**src/rtl/uart_pkg.sv**
```systemverilog
// Shared types, oversampling constants and bit-level helpers for the
// configurable UART core.
package uart_pkg;

    localparam int         OVERSAMPLE = 16;
    localparam logic [3:0] SAMPLE_LO  = 4'd7;
    localparam logic [3:0] SAMPLE_MID = 4'd8;
    localparam logic [3:0] SAMPLE_HI  = 4'd9;
    localparam logic [3:0] TICK_LAST  = 4'd15;

    typedef enum logic [1:0] {
        PAR_NONE = 2'd0,
        PAR_ODD  = 2'd1,
        PAR_EVEN = 2'd2
    } parity_e;

    typedef enum logic [2:0] {
        TX_IDLE   = 3'd0,
        TX_START  = 3'd1,
        TX_DATA   = 3'd2,
        TX_PARITY = 3'd3,
        TX_STOP   = 3'd4
    } tx_state_e;

    typedef enum logic [2:0] {
        RX_IDLE   = 3'd0,
        RX_START  = 3'd1,
        RX_DATA   = 3'd2,
        RX_PARITY = 3'd3,
        RX_STOP   = 3'd4,
        RX_DONE   = 3'd5
    } rx_state_e;

    // Payload is zero-extended to 9 bits, which leaves the XOR unchanged.
    function automatic logic parity_bit(input logic [8:0] data, input parity_e mode);
        logic p_s;
        p_s = ^data;
        case (mode)
            PAR_ODD:  return ~p_s;
            PAR_EVEN: return p_s;
            default:  return 1'b0;
        endcase
    endfunction

    function automatic logic majority3(input logic a, input logic b, input logic c);
        return (a & b) | (a & c) | (b & c);
    endfunction

endpackage

```
**src/rtl/uart_baud16.sv**
```systemverilog
// Free-running 16x baud tick generator; a new divisor is picked up only when
// the counter wraps so a running period is never truncated.
module uart_baud16 #(
    parameter int DIV_W = 16
) (
    input  logic             clk,
    input  logic             rst_n,
    input  logic [DIV_W-1:0] baud_div,
    output logic             tick16
);

    logic [DIV_W-1:0] cnt_r;
    logic [DIV_W-1:0] div_r;
    logic             tick_r;

    // Count 0..div_r, pulse tick on the wrap and reload the divisor there
    always_ff @(posedge clk or negedge rst_n) begin
        if (!rst_n) begin
            cnt_r  <= '0;
            div_r  <= '0;
            tick_r <= 1'b0;
        end else if (cnt_r == div_r) begin
            cnt_r  <= '0;
            div_r  <= baud_div;
            tick_r <= 1'b1;
        end else begin
            cnt_r  <= cnt_r + DIV_W'(1);
            tick_r <= 1'b0;
        end
    end

    assign tick16 = tick_r;

endmodule

```
**src/rtl/uart_cfg_core_chk.sv**
```systemverilog
// Elaboration-time legality checks on the frame format parameters.
module uart_cfg_core_chk #(
    parameter int DATA_BITS = 8,
    parameter int PARITY    = 0,
    parameter int STOP_BITS = 1
) ();

    if (DATA_BITS < 5 || DATA_BITS > 9) begin : g_bad_data_bits
        $error("uart_cfg_core: DATA_BITS=%0d outside 5..9", DATA_BITS);
    end

    if (PARITY < 0 || PARITY > 2) begin : g_bad_parity
        $error("uart_cfg_core: PARITY=%0d outside 0..2", PARITY);
    end

    if (STOP_BITS < 1 || STOP_BITS > 2) begin : g_bad_stop_bits
        $error("uart_cfg_core: STOP_BITS=%0d outside 1..2", STOP_BITS);
    end

endmodule

```
**src/rtl/uart_cfg_core.sv**
```systemverilog
// UART transceiver with elaboration-fixed frame format, run-time baud divisor,
// 16x oversampled majority-vote receiver and internal loopback.
module uart_cfg_core
    import uart_pkg::*;
#(
    parameter int DATA_BITS = 8,
    parameter int PARITY    = 0,
    parameter int STOP_BITS = 1,
    parameter int DIV_W     = 16
) (
    input  logic                 clk,
    input  logic                 rst_n,
    input  logic [DIV_W-1:0]     baud_div,
    input  logic                 loopback,
    input  logic                 tx_valid,
    output logic                 tx_ready,
    input  logic [DATA_BITS-1:0] tx_data,
    output logic                 tx,
    input  logic                 rx,
    output logic                 rx_valid,
    output logic [DATA_BITS-1:0] rx_data,
    output logic                 rx_parity_err,
    output logic                 rx_frame_err
);

    localparam parity_e    PAR_MODE     = parity_e'(PARITY[1:0]);
    localparam logic [3:0] LAST_BIT     = 4'(DATA_BITS - 1);
    // Ready rises one tick early so a back-to-back start lands exactly at stop end
    localparam logic [4:0] TX_STOP_LAST = 5'(OVERSAMPLE * STOP_BITS - 2);

    logic tick16_s;

    uart_cfg_core_chk #(
        .DATA_BITS (DATA_BITS),
        .PARITY    (PARITY),
        .STOP_BITS (STOP_BITS)
    ) u_chk ();

    uart_baud16 #(.DIV_W(DIV_W)) u_baud (
        .clk      (clk),
        .rst_n    (rst_n),
        .baud_div (baud_div),
        .tick16   (tick16_s)
    );

    tx_state_e            tx_state_r;
    logic [DATA_BITS-1:0] tx_shift_r;
    logic                 tx_par_r;
    logic [4:0]           tx_cnt_r;
    logic [3:0]           tx_idx_r;
    logic                 tx_line_r;
    logic                 tx_ready_r;
    logic                 tx_pin_r;

    // TX sequencer: start bit on the first tick after accept, 16 ticks per bit
    always_ff @(posedge clk or negedge rst_n) begin
        if (!rst_n) begin
            tx_state_r <= TX_IDLE;
            tx_shift_r <= '0;
            tx_par_r   <= 1'b0;
            tx_cnt_r   <= 5'd0;
            tx_idx_r   <= 4'd0;
            tx_line_r  <= 1'b1;
            tx_ready_r <= 1'b1;
            tx_pin_r   <= 1'b1;
        end else begin
            tx_pin_r <= tx_line_r | loopback;
            case (tx_state_r)
                TX_IDLE: begin
                    if (tx_valid && tx_ready_r) begin
                        tx_shift_r <= tx_data;
                        tx_par_r   <= parity_bit(9'(tx_data), PAR_MODE);
                        tx_cnt_r   <= 5'd0;
                        tx_ready_r <= 1'b0;
                        tx_state_r <= TX_START;
                    end
                end
                TX_START: begin
                    if (tick16_s) begin
                        if (tx_line_r) begin
                            tx_line_r <= 1'b0;
                            tx_cnt_r  <= 5'd0;
                        end else if (tx_cnt_r[3:0] == TICK_LAST) begin
                            tx_line_r  <= tx_shift_r[0];
                            tx_cnt_r   <= 5'd0;
                            tx_idx_r   <= 4'd0;
                            tx_state_r <= TX_DATA;
                        end else begin
                            tx_cnt_r <= tx_cnt_r + 5'd1;
                        end
                    end
                end
                TX_DATA: begin
                    if (tick16_s) begin
                        if (tx_cnt_r[3:0] == TICK_LAST) begin
                            tx_cnt_r <= 5'd0;
                            if (tx_idx_r == LAST_BIT) begin
                                if (PAR_MODE != PAR_NONE) begin
                                    tx_line_r  <= tx_par_r;
                                    tx_state_r <= TX_PARITY;
                                end else begin
                                    tx_line_r  <= 1'b1;
                                    tx_state_r <= TX_STOP;
                                end
                            end else begin
                                tx_idx_r   <= tx_idx_r + 4'd1;
                                tx_line_r  <= tx_shift_r[1];
                                tx_shift_r <= tx_shift_r >> 1;
                            end
                        end else begin
                            tx_cnt_r <= tx_cnt_r + 5'd1;
                        end
                    end
                end
                TX_PARITY: begin
                    if (tick16_s) begin
                        if (tx_cnt_r[3:0] == TICK_LAST) begin
                            tx_cnt_r   <= 5'd0;
                            tx_line_r  <= 1'b1;
                            tx_state_r <= TX_STOP;
                        end else begin
                            tx_cnt_r <= tx_cnt_r + 5'd1;
                        end
                    end
                end
                TX_STOP: begin
                    if (tick16_s) begin
                        if (tx_cnt_r == TX_STOP_LAST) begin
                            tx_cnt_r   <= 5'd0;
                            tx_ready_r <= 1'b1;
                            tx_state_r <= TX_IDLE;
                        end else begin
                            tx_cnt_r <= tx_cnt_r + 5'd1;
                        end
                    end
                end
                default: begin
                    tx_line_r  <= 1'b1;
                    tx_ready_r <= 1'b1;
                    tx_state_r <= TX_IDLE;
                end
            endcase
        end
    end

    assign tx       = tx_pin_r;
    assign tx_ready = tx_ready_r;

    logic                 rx_src_s;
    logic                 vote_s;
    logic                 rx_meta_r;
    logic                 rx_sync_r;
    logic                 rx_prev_r;
    rx_state_e            rx_state_r;
    logic [3:0]           rx_cnt_r;
    logic [3:0]           rx_idx_r;
    logic [DATA_BITS-1:0] rx_shift_r;
    logic                 rx_s7_r;
    logic                 rx_s8_r;
    logic                 rx_perr_r;
    logic                 rx_valid_r;
    logic [DATA_BITS-1:0] rx_data_r;
    logic                 rx_parity_err_r;
    logic                 rx_frame_err_r;

    assign rx_src_s = loopback ? tx_line_r : rx;
    assign vote_s   = majority3(rx_s7_r, rx_s8_r, rx_sync_r);

    // RX: synchronise, detect start edge, vote ticks 7/8/9, pulse valid in DONE
    always_ff @(posedge clk or negedge rst_n) begin
        if (!rst_n) begin
            rx_meta_r       <= 1'b1;
            rx_sync_r       <= 1'b1;
            rx_prev_r       <= 1'b1;
            rx_state_r      <= RX_IDLE;
            rx_cnt_r        <= 4'd0;
            rx_idx_r        <= 4'd0;
            rx_shift_r      <= '0;
            rx_s7_r         <= 1'b1;
            rx_s8_r         <= 1'b1;
            rx_perr_r       <= 1'b0;
            rx_valid_r      <= 1'b0;
            rx_data_r       <= '0;
            rx_parity_err_r <= 1'b0;
            rx_frame_err_r  <= 1'b0;
        end else begin
            rx_meta_r  <= rx_src_s;
            rx_sync_r  <= rx_meta_r;
            rx_prev_r  <= rx_sync_r;
            rx_valid_r <= 1'b0;
            case (rx_state_r)
                RX_IDLE: begin
                    // Needs a 1->0 edge, so a stuck-low stop bit cannot retrigger
                    if (rx_prev_r && !rx_sync_r) begin
                        rx_cnt_r   <= 4'd0;
                        rx_idx_r   <= 4'd0;
                        rx_perr_r  <= 1'b0;
                        rx_state_r <= RX_START;
                    end
                end
                RX_START, RX_DATA, RX_PARITY, RX_STOP: begin
                    if (tick16_s) begin
                        rx_cnt_r <= rx_cnt_r + 4'd1;
                        if (rx_cnt_r == SAMPLE_LO) begin
                            rx_s7_r <= rx_sync_r;
                        end
                        if (rx_cnt_r == SAMPLE_MID) begin
                            rx_s8_r <= rx_sync_r;
                        end
                        case (rx_state_r)
                            RX_START: begin
                                if (rx_cnt_r == SAMPLE_HI && vote_s) begin
                                    rx_state_r <= RX_IDLE;
                                end else if (rx_cnt_r == TICK_LAST) begin
                                    rx_state_r <= RX_DATA;
                                end
                            end
                            RX_DATA: begin
                                if (rx_cnt_r == SAMPLE_HI) begin
                                    rx_shift_r <= {vote_s, rx_shift_r[DATA_BITS-1:1]};
                                end
                                if (rx_cnt_r == TICK_LAST) begin
                                    if (rx_idx_r == LAST_BIT) begin
                                        rx_state_r <= (PAR_MODE == PAR_NONE) ? RX_STOP : RX_PARITY;
                                    end else begin
                                        rx_idx_r <= rx_idx_r + 4'd1;
                                    end
                                end
                            end
                            RX_PARITY: begin
                                if (rx_cnt_r == SAMPLE_HI) begin
                                    rx_perr_r <= vote_s ^ parity_bit(9'(rx_shift_r), PAR_MODE);
                                end
                                if (rx_cnt_r == TICK_LAST) begin
                                    rx_state_r <= RX_STOP;
                                end
                            end
                            RX_STOP: begin
                                if (rx_cnt_r == SAMPLE_HI) begin
                                    rx_valid_r      <= 1'b1;
                                    rx_data_r       <= rx_shift_r;
                                    rx_parity_err_r <= rx_perr_r;
                                    rx_frame_err_r  <= ~vote_s;
                                    rx_state_r      <= RX_DONE;
                                end
                            end
                            default: rx_state_r <= RX_IDLE;
                        endcase
                    end
                end
                RX_DONE: rx_state_r <= RX_IDLE;
                default: rx_state_r <= RX_IDLE;
            endcase
        end
    end

    assign rx_valid      = rx_valid_r;
    assign rx_data       = rx_data_r;
    assign rx_parity_err = rx_parity_err_r;
    assign rx_frame_err  = rx_frame_err_r;

endmodule
```
**config.mk**
```make
export PLATFORM = sky130hd
export DESIGN_NAME = uart_cfg_core
export DESIGN_NICKNAME = d
export VERILOG_FILES = /design/src/rtl/uart_pkg.sv /design/src/rtl/uart_baud16.sv /design/src/rtl/uart_cfg_core_chk.sv /design/src/rtl/uart_cfg_core.sv
export SDC_FILE = /design/constraint.sdc
export NUM_CORES = 1
export LEC_CHECK = 0
export ABC_AREA = 0
export CAP_MARGIN = 0
export CORE_UTILIZATION = 45
export CTS_CLUSTER_SIZE = 12
export DETAILED_ROUTE_END_ITERATION = 16
export MAX_ROUTING_LAYER = met4
export PLACE_DENSITY = 0.67
export SLEW_MARGIN = 20
export SYNTH_ARGS = -nofsm -noshare
export SYNTH_HDL_FRONTEND = slang
export SYNTH_HIERARCHICAL = 1
export SYNTH_SLANG_ARGS = --single-unit
```
**constraint.sdc**
```tcl
create_clock -name clk -period 3 [get_ports clk]
set_input_delay 0.6 -clock clk [delete_from_list [all_inputs] [get_ports clk]]
set_output_delay 0.6 -clock clk [all_outputs]
set_load 0.01 [all_outputs]
```
==> flow_summary.toml, run 1 <==
[run_status]
outcome = "completed"

[finish]
antenna_cells = 0
fin_nets = 477
num-fill-cells = 873
final_common_cell = "dfrtp_1"
synthToLayoutAreaGrowth_pct = 15.0
layout.cells.most_common_list = "dfrtp_1, mux2_2, clkdlybuf4s50_1"
drive_above_1_share = 0.221
final_core_util = 0.542

[synth]
syn-num-nets = 435
synth_top_area_frac = 0.448
synth-seq-cells = 92
ys_top_cells_by_area = "dfrtp_1, mux2_2, xnor2_1"
synth_area_um2 = 4690
synth_largest_area_cell = "dfrtp_1"
syn_area_per_cell_um2 = 11.8
yosys_warnings = 6
ys.flop_type = "dfrtp_1"
synthCells = 397
synth_edf_count = 0
yosys.cell_types.count = 73
async_reset_ff_frac = 1.00
synth_seq_area_share = 0.493

[global_routing]
grt_pass1_vias = 3142
grt_pass1_wl_um = 14600
grt_usage = 0.173
grt_max_degree = 54
grt.overflow.total = 0
antenna_found_initial = 0

[timing]
relSlewSlack = 0.612
period_minus_slack_ns = 2.14
fmax_ghz = 0.467
hold-worst-slack_ns = 0.190
finalMaxSlewViolations = 0
fin_crit_sh = 0.714
clock_skew_ns = 0.00770
finalSetupTns_ns = 0
hold_violations = 0
tightest_slew_ns = 0.581
setup_viol_count_final = 0
rsz0062_at_grt = "false"

[setup_path]
crit_buf_inv = 0
start_kind = "flop"
criticalPathCategory = "reg2reg"
critPathMaxStageDelay_ns = 0.63
worstPathRequired_ns = 3.31
crit_cells = 4
cp.arrival_ns = 2.45
worst-r2r-cell-count = 4
critPathMaxFanout = 14
slowest_stage = "dfrtp_1"
cpLargestDelayFamily = "simple AND/OR/NAND/NOR gates"
end_kind = "flop"
path_cells = "nor3b_4, a21oi_2, or4_1, a21boi_1"

[cts]
post_cts_buffers = 0
clk_pin_slew_ns = 0.10
post_cts_resized = 0
cts_tree = "done"
htree_num_levels = 3
clock-sinks = 92
clock_path_buffers = 2
clock_latency_ns = 0.38
clock-root-buffer = "clkbuf_8"
cts_hold_buf = 0
cts_buffers = 9

[floorplanning]
core_area_um2 = 9950
initial_core_util = 0.471
die_h_um = 104
rows = 36
die_x_um = 104
dieArea_um2 = 10800
io_pins = 42

[hold_path]
holdCritPathClass = "in2async"

[power]
ir_drop_mv = 0.203
p_leak_nw = 2.33
power.density_nw_per_um2 = 484

[route]
wl_per_cell_um = 14.4
ant_nets = 0
dr.pass1.iters = 4
routed_wl_um = 8320
vias_per_cell = 5.38
drt_iter0_drc = 113
via_count = 3104
drcViolationCount = 0

[job]
max_cap_viol_count = 0

[place]
dp_hpwl_um = 5920
port-buffer-count = 41
gp_congestion = 0.837
## synthesized netlist by cell type (all sizes together) (4+ instances only)
| library cell | count |
|---|---|
| buf | 12 |
| a22o | 5 |
| or2 | 4 |
| nor3 | 7 |
| mux2i | 4 |
| nor2 | 30 |
| dfrtp | 84 |
| dfstp | 8 |
| nor2b | 4 |
| nor4 | 5 |
| xnor2 | 29 |
| mux2 | 54 |
| o31ai | 4 |
| nand2 | 25 |
| a21oi | 9 |
| o21ai | 13 |
| nand3 | 16 |
| ha | 9 |
| nand4 | 8 |
| inv | 11 |
## report_power, final
part / internal [W] / total, W / switching (W)
registers: 0.00130 / 0.00138 / 0.0000837
clock network: 0.000332 / 0.000838 / 0.000506
logic: 0.000194 / 0.000393 / 0.000199
## worst paths after layout
check	startpoint	endpoint	slack (ns)
setup / recovery	tx_state_r[1]	tx_idx_r[3]	0.86
max in group asynchronous	rst_n	tx_line_r	2.10
setup reg to reg	tx_state_r[1]	tx_idx_r[3]	0.86
hold reg to reg	rx_meta_r	rx_sync_r	0.36
hold / removal	rst_n	rx_idx_r[0]	0.19
min in group clk	rx_meta_r	rx_sync_r	0.36
## state kept, by name, indices dropped and copies added (netlist names)
register / count
tx_shift_r: 8
rx_valid: 1
rx_sync_r: 1
rx_perr_r: 1
rx_idx_r: 4
u_baud/cnt_r: 16
rx_prev_r: 1
u_baud/tick16: 1
rx_meta_r: 1
tx_cnt_r: 5
rx_s8_r: 1
tx_state_r: 3
tx: 1
tx_ready: 1
rx_frame_err: 1
rx_state_r: 3
rx_s7_r: 1
tx_line_r: 1
rx_shift_r: 8
rx_cnt_r: 4
tx_idx_r: 4
rx_data: 8
u_baud/div_r: 16
rx_parity_err: 1
## layer usage
layer | GRT usage | vias to the layer above | part of all wire
li1 | - | 1522 | -
met1 | 0.228 | 1522 | 0.49
met2 | 0.259 | 47 | 0.46
met3 | 0.0376 | 13 | 0.030
met4 | 0.0704 | 0 | 0.019
met5 | - | - | 0
## area by class of cell
type                    instances  area [um2]  share of cell area
flip-flops and latches         92        2310               0.429
multi-input cells             280        2220               0.412
repair buffers                 45         450              0.0835
well taps                     133         166              0.0308
clock buffers                   9         124              0.0230
clock inverters                 7        77.6              0.0144
inverters                      11        41.3             0.00765
## cell families after synthesis
group	after synthesis	synth area share
and+or+nand+nor	121	0.146
muxes	58	0.146
buffers and inverters	25	0.0331
xor gates and xnor gates	31	0.0579
AOI/OAI and AO/OA	60	0.0976
adders and majority gates	10	0.0261
DFF	92	0.493
## through the flow
| step | cell area (um2) | instances | total power, W | setup WS (ns) |
|---|---|---|---|---|
| 6_report | 5400 | 577 | 0.00261 | 0.857 |
| 5_1_grt | 5400 | 577 | 0.00274 | 0.676 |
| 4_1_cts | 5400 | 577 | 0.00266 | 0.845 |
| 3_5_place_dp | 5190 | 561 | 0.00180 | 0.838 |
| 3_3_place_gp | 5190 | 561 | 0.00178 | 0.859 |
| 2_1_floorplan | 4690 | 397 | 0.00169 | 1.15 |
(Power assumes the default switching activity.)
==> run 2, diff against run 1 <==
--- a/config.mk
+++ b/config.mk
@@ -11,7 +11,7 @@
 export CTS_CLUSTER_SIZE = 12
 export DETAILED_ROUTE_END_ITERATION = 16
 export MAX_ROUTING_LAYER = met4
-export PLACE_DENSITY = 0.67
+export PLACE_DENSITY = 0.69
 export SLEW_MARGIN = 20
 export SYNTH_ARGS = -nofsm -noshare
 export SYNTH_HDL_FRONTEND = slang
==> constraint.sdc (replaced) <==
create_clock -name clk -period 1.8 [get_ports clk]
set_input_delay 0.36 -clock clk [delete_from_list [all_inputs] [get_ports clk]]
set_output_delay 0.36 -clock clk [all_outputs]
set_load 0.01 [all_outputs]
==> run 2 against run 1 <==
  * The flow now finishes with violations (negative setup slack)
  * Critical endpoint is now u_baud/div_r[10]
  * Final cell count up 9.0%
  * Hold slack better by 0.17 ns
  * Count of clock-buffer cells in the layout up 1
  * Worst setup slack worse by 0.93 ns
  * Clock skew up 0.0021 ns
  * First-iteration DRC count down 24%
  * Non-clock buffer count up 52
  * Clock power up 110%
  * Fmax up 15%
  * Critical path type unchanged
==> flow_summary.toml, run 2 (synthesis gave the netlist of run 1 again) <==
[run_status]
outcome = "finished with violations"
failed_checks = "negative setup slack"

[floorplanning]
rows = 36
core_area_um2 = 9950
io_pins = 42
die_h_um = 104
dieArea_um2 = 10800
die_x_um = 104
initial_core_util = 0.471

[route]
dr.pass1.iters = 4
drt_iter0_drc = 86
wl_per_cell_um = 15.2
drcViolationCount = 0
routed_wl_um = 9540
vias_per_cell = 5.32
ant_nets = 0
via_count = 3346

[cts]
clock_path_buffers = 2
cts_tree = "done"
clock-sinks = 92
htree_num_levels = 3
clock_latency_ns = 0.37
clock-root-buffer = "clkbuf_8"
clk_pin_slew_ns = 0.09
cts_buffers = 9

[global_routing]
grt_usage = 0.185
grt_pass1_vias = 3377
grt_pass1_wl_um = 15800
grt_max_degree = 47
antenna_found_initial = 0
grt.overflow.total = 0

[setup_path]
end_kind = "flop"
criticalPathCategory = "reg2reg"
cp.arrival_ns = 2.13
r2r_setup_slack_ns = -0.07
crit_start = "u_baud/cnt_r[10]"
critPathMaxFanout = 6
r2r-start = "u_baud/cnt_r[10]"
worstPathRequired_ns = 2.06
start_kind = "flop"

[job]
max_cap_viol_count = 0

[finish]
final_common_cell = "dfrtp_1"
reg_top3 = "u_baud/cnt_r x16, u_baud/div_r x16"
synthToLayoutAreaGrowth_pct = 27.8
layout.cells.most_common_list = "dfrtp_1, buf_4, clkdlybuf4s50_1"
instances_no_fill = 629
drive_above_1_share = 0.333
fin_nets = 529
antenna_cells = 0

[power]
clkPwrFrac = 0.348
swShare = 0.266
power.density_nw_per_um2 = 836
ir_drop_mv = 0.424
p_int_w = 0.00368
p_seq_frac = 0.453
p_sw_w = 0.00133
power.total_w = 0.00501
p_leak_nw = 2.68
p_comb_frac = 0.199

[timing]
clock_skew_ns = 0.00975
tightest_slew_ns = 0.435
rsz0062_at_grt = "true"
hold_violations = 0
relSlewSlack = 0.703
fin_crit_sh = 1.04
period_minus_slack_ns = 1.87
finalMaxSlewViolations = 0
setup_viol_count_final = 16
fmax_ghz = 0.535
setup_ws_ns = -0.0692

[place]
gp_congestion = 0.835
dp_hpwl_um = 6730
dp.cells = 602
port-buffer-count = 41

[hold_path]
hold_start = "rx_meta_r"
holdCritPathClass = "reg2reg"
[run 2: cell count changes in the layout (fill, tap and decap cells not counted), sizes merged]
cell and delta:
dlygate4sd2 +1, bufinv +3, clkinvlp -1, clkdlybuf4s50 -2, dlygate4sd3 +1, clkinv -2, clkbuf +3, buf +49
dlymetal6s2s +1, inv -1
[run 2: layout make-up]
cell class | instances | area, um2
clock buffers | 10 | 138
clock inverters | 6 | 116
fillers | 827 | 3960
multi-input cells | 280 | 2310
flip-flops and latches | 92 | 2320
well taps | 133 | 166
repair buffers | 97 | 908
inverters | 11 | 41.3
[run 2: through the flow]
step                      cell area (um2)  setup TNS [ns]  setup slack [ns]  utilization  hold WS [ns]
after floorplan                      4690               0           0.00190            -        0.0644
after global placement               5530               0           0.00852        0.555         0.286
after detailed placement             5530        -0.00295          -0.00295        0.555         0.282
after CTS                            5790       -0.000523         -0.000523        0.582         0.364
after global routing                 5990           -2.56            -0.141        0.602         0.364
final                                5990          -0.744           -0.0692        0.602         0.365
[run 2: metal layers]
| layer | GRT usage | vias up | routed length [um] |
|---|---|---|---|
| li1 | - | 1629 | - |
| met1 | 0.239 | 1659 | 4500 |
| met2 | 0.290 | 46 | 4640 |
| met3 | 0.0345 | 12 | 259 |
| met4 | 0.0673 | 0 | 140 |
| met5 | - | - | 0 |
[run 2: power groups by stage]
stage	combinational, W	sequential (W)	clock, W
floorplan	0.000522	0.00229	0
global placement	0.000862	0.00231	0
detailed placement	0.000893	0.00230	0
CTS	0.000913	0.00227	0.00178
global route	0.00109	0.00228	0.00186
finish	0.000997	0.00227	0.00175
[run 2: path summary, 6_finish.rpt]
kind                                     to  cells past startpoint
min in group asynchronous     u_baud/tick16                      2
setup / recovery           u_baud/div_r[10]                      6
hold / removal                    rx_sync_r                      0
hold reg to reg                   rx_sync_r                      0
setup reg to reg           u_baud/div_r[10]                      6
max in group asynchronous          tx_ready                      3
[run 2: timing repair]
action,CTS,global route
gates resized for setup,2,23
cloned,0,2
hold buffers,1,0
pin swaps,2,13
endpoints found under the setup margin,5,36
setup buffers,0,8
endpoints found under the hold margin,14,0
[run 2: worst max-delay path: stages (launching register included)]
cell	delay [ns]
dfrtp_1	0.41
xnor2_1	0.24
nand4_1	0.19
nor4_4	0.30
buf_6	0.17
clkbuf_16	0.15
mux2_4	0.30
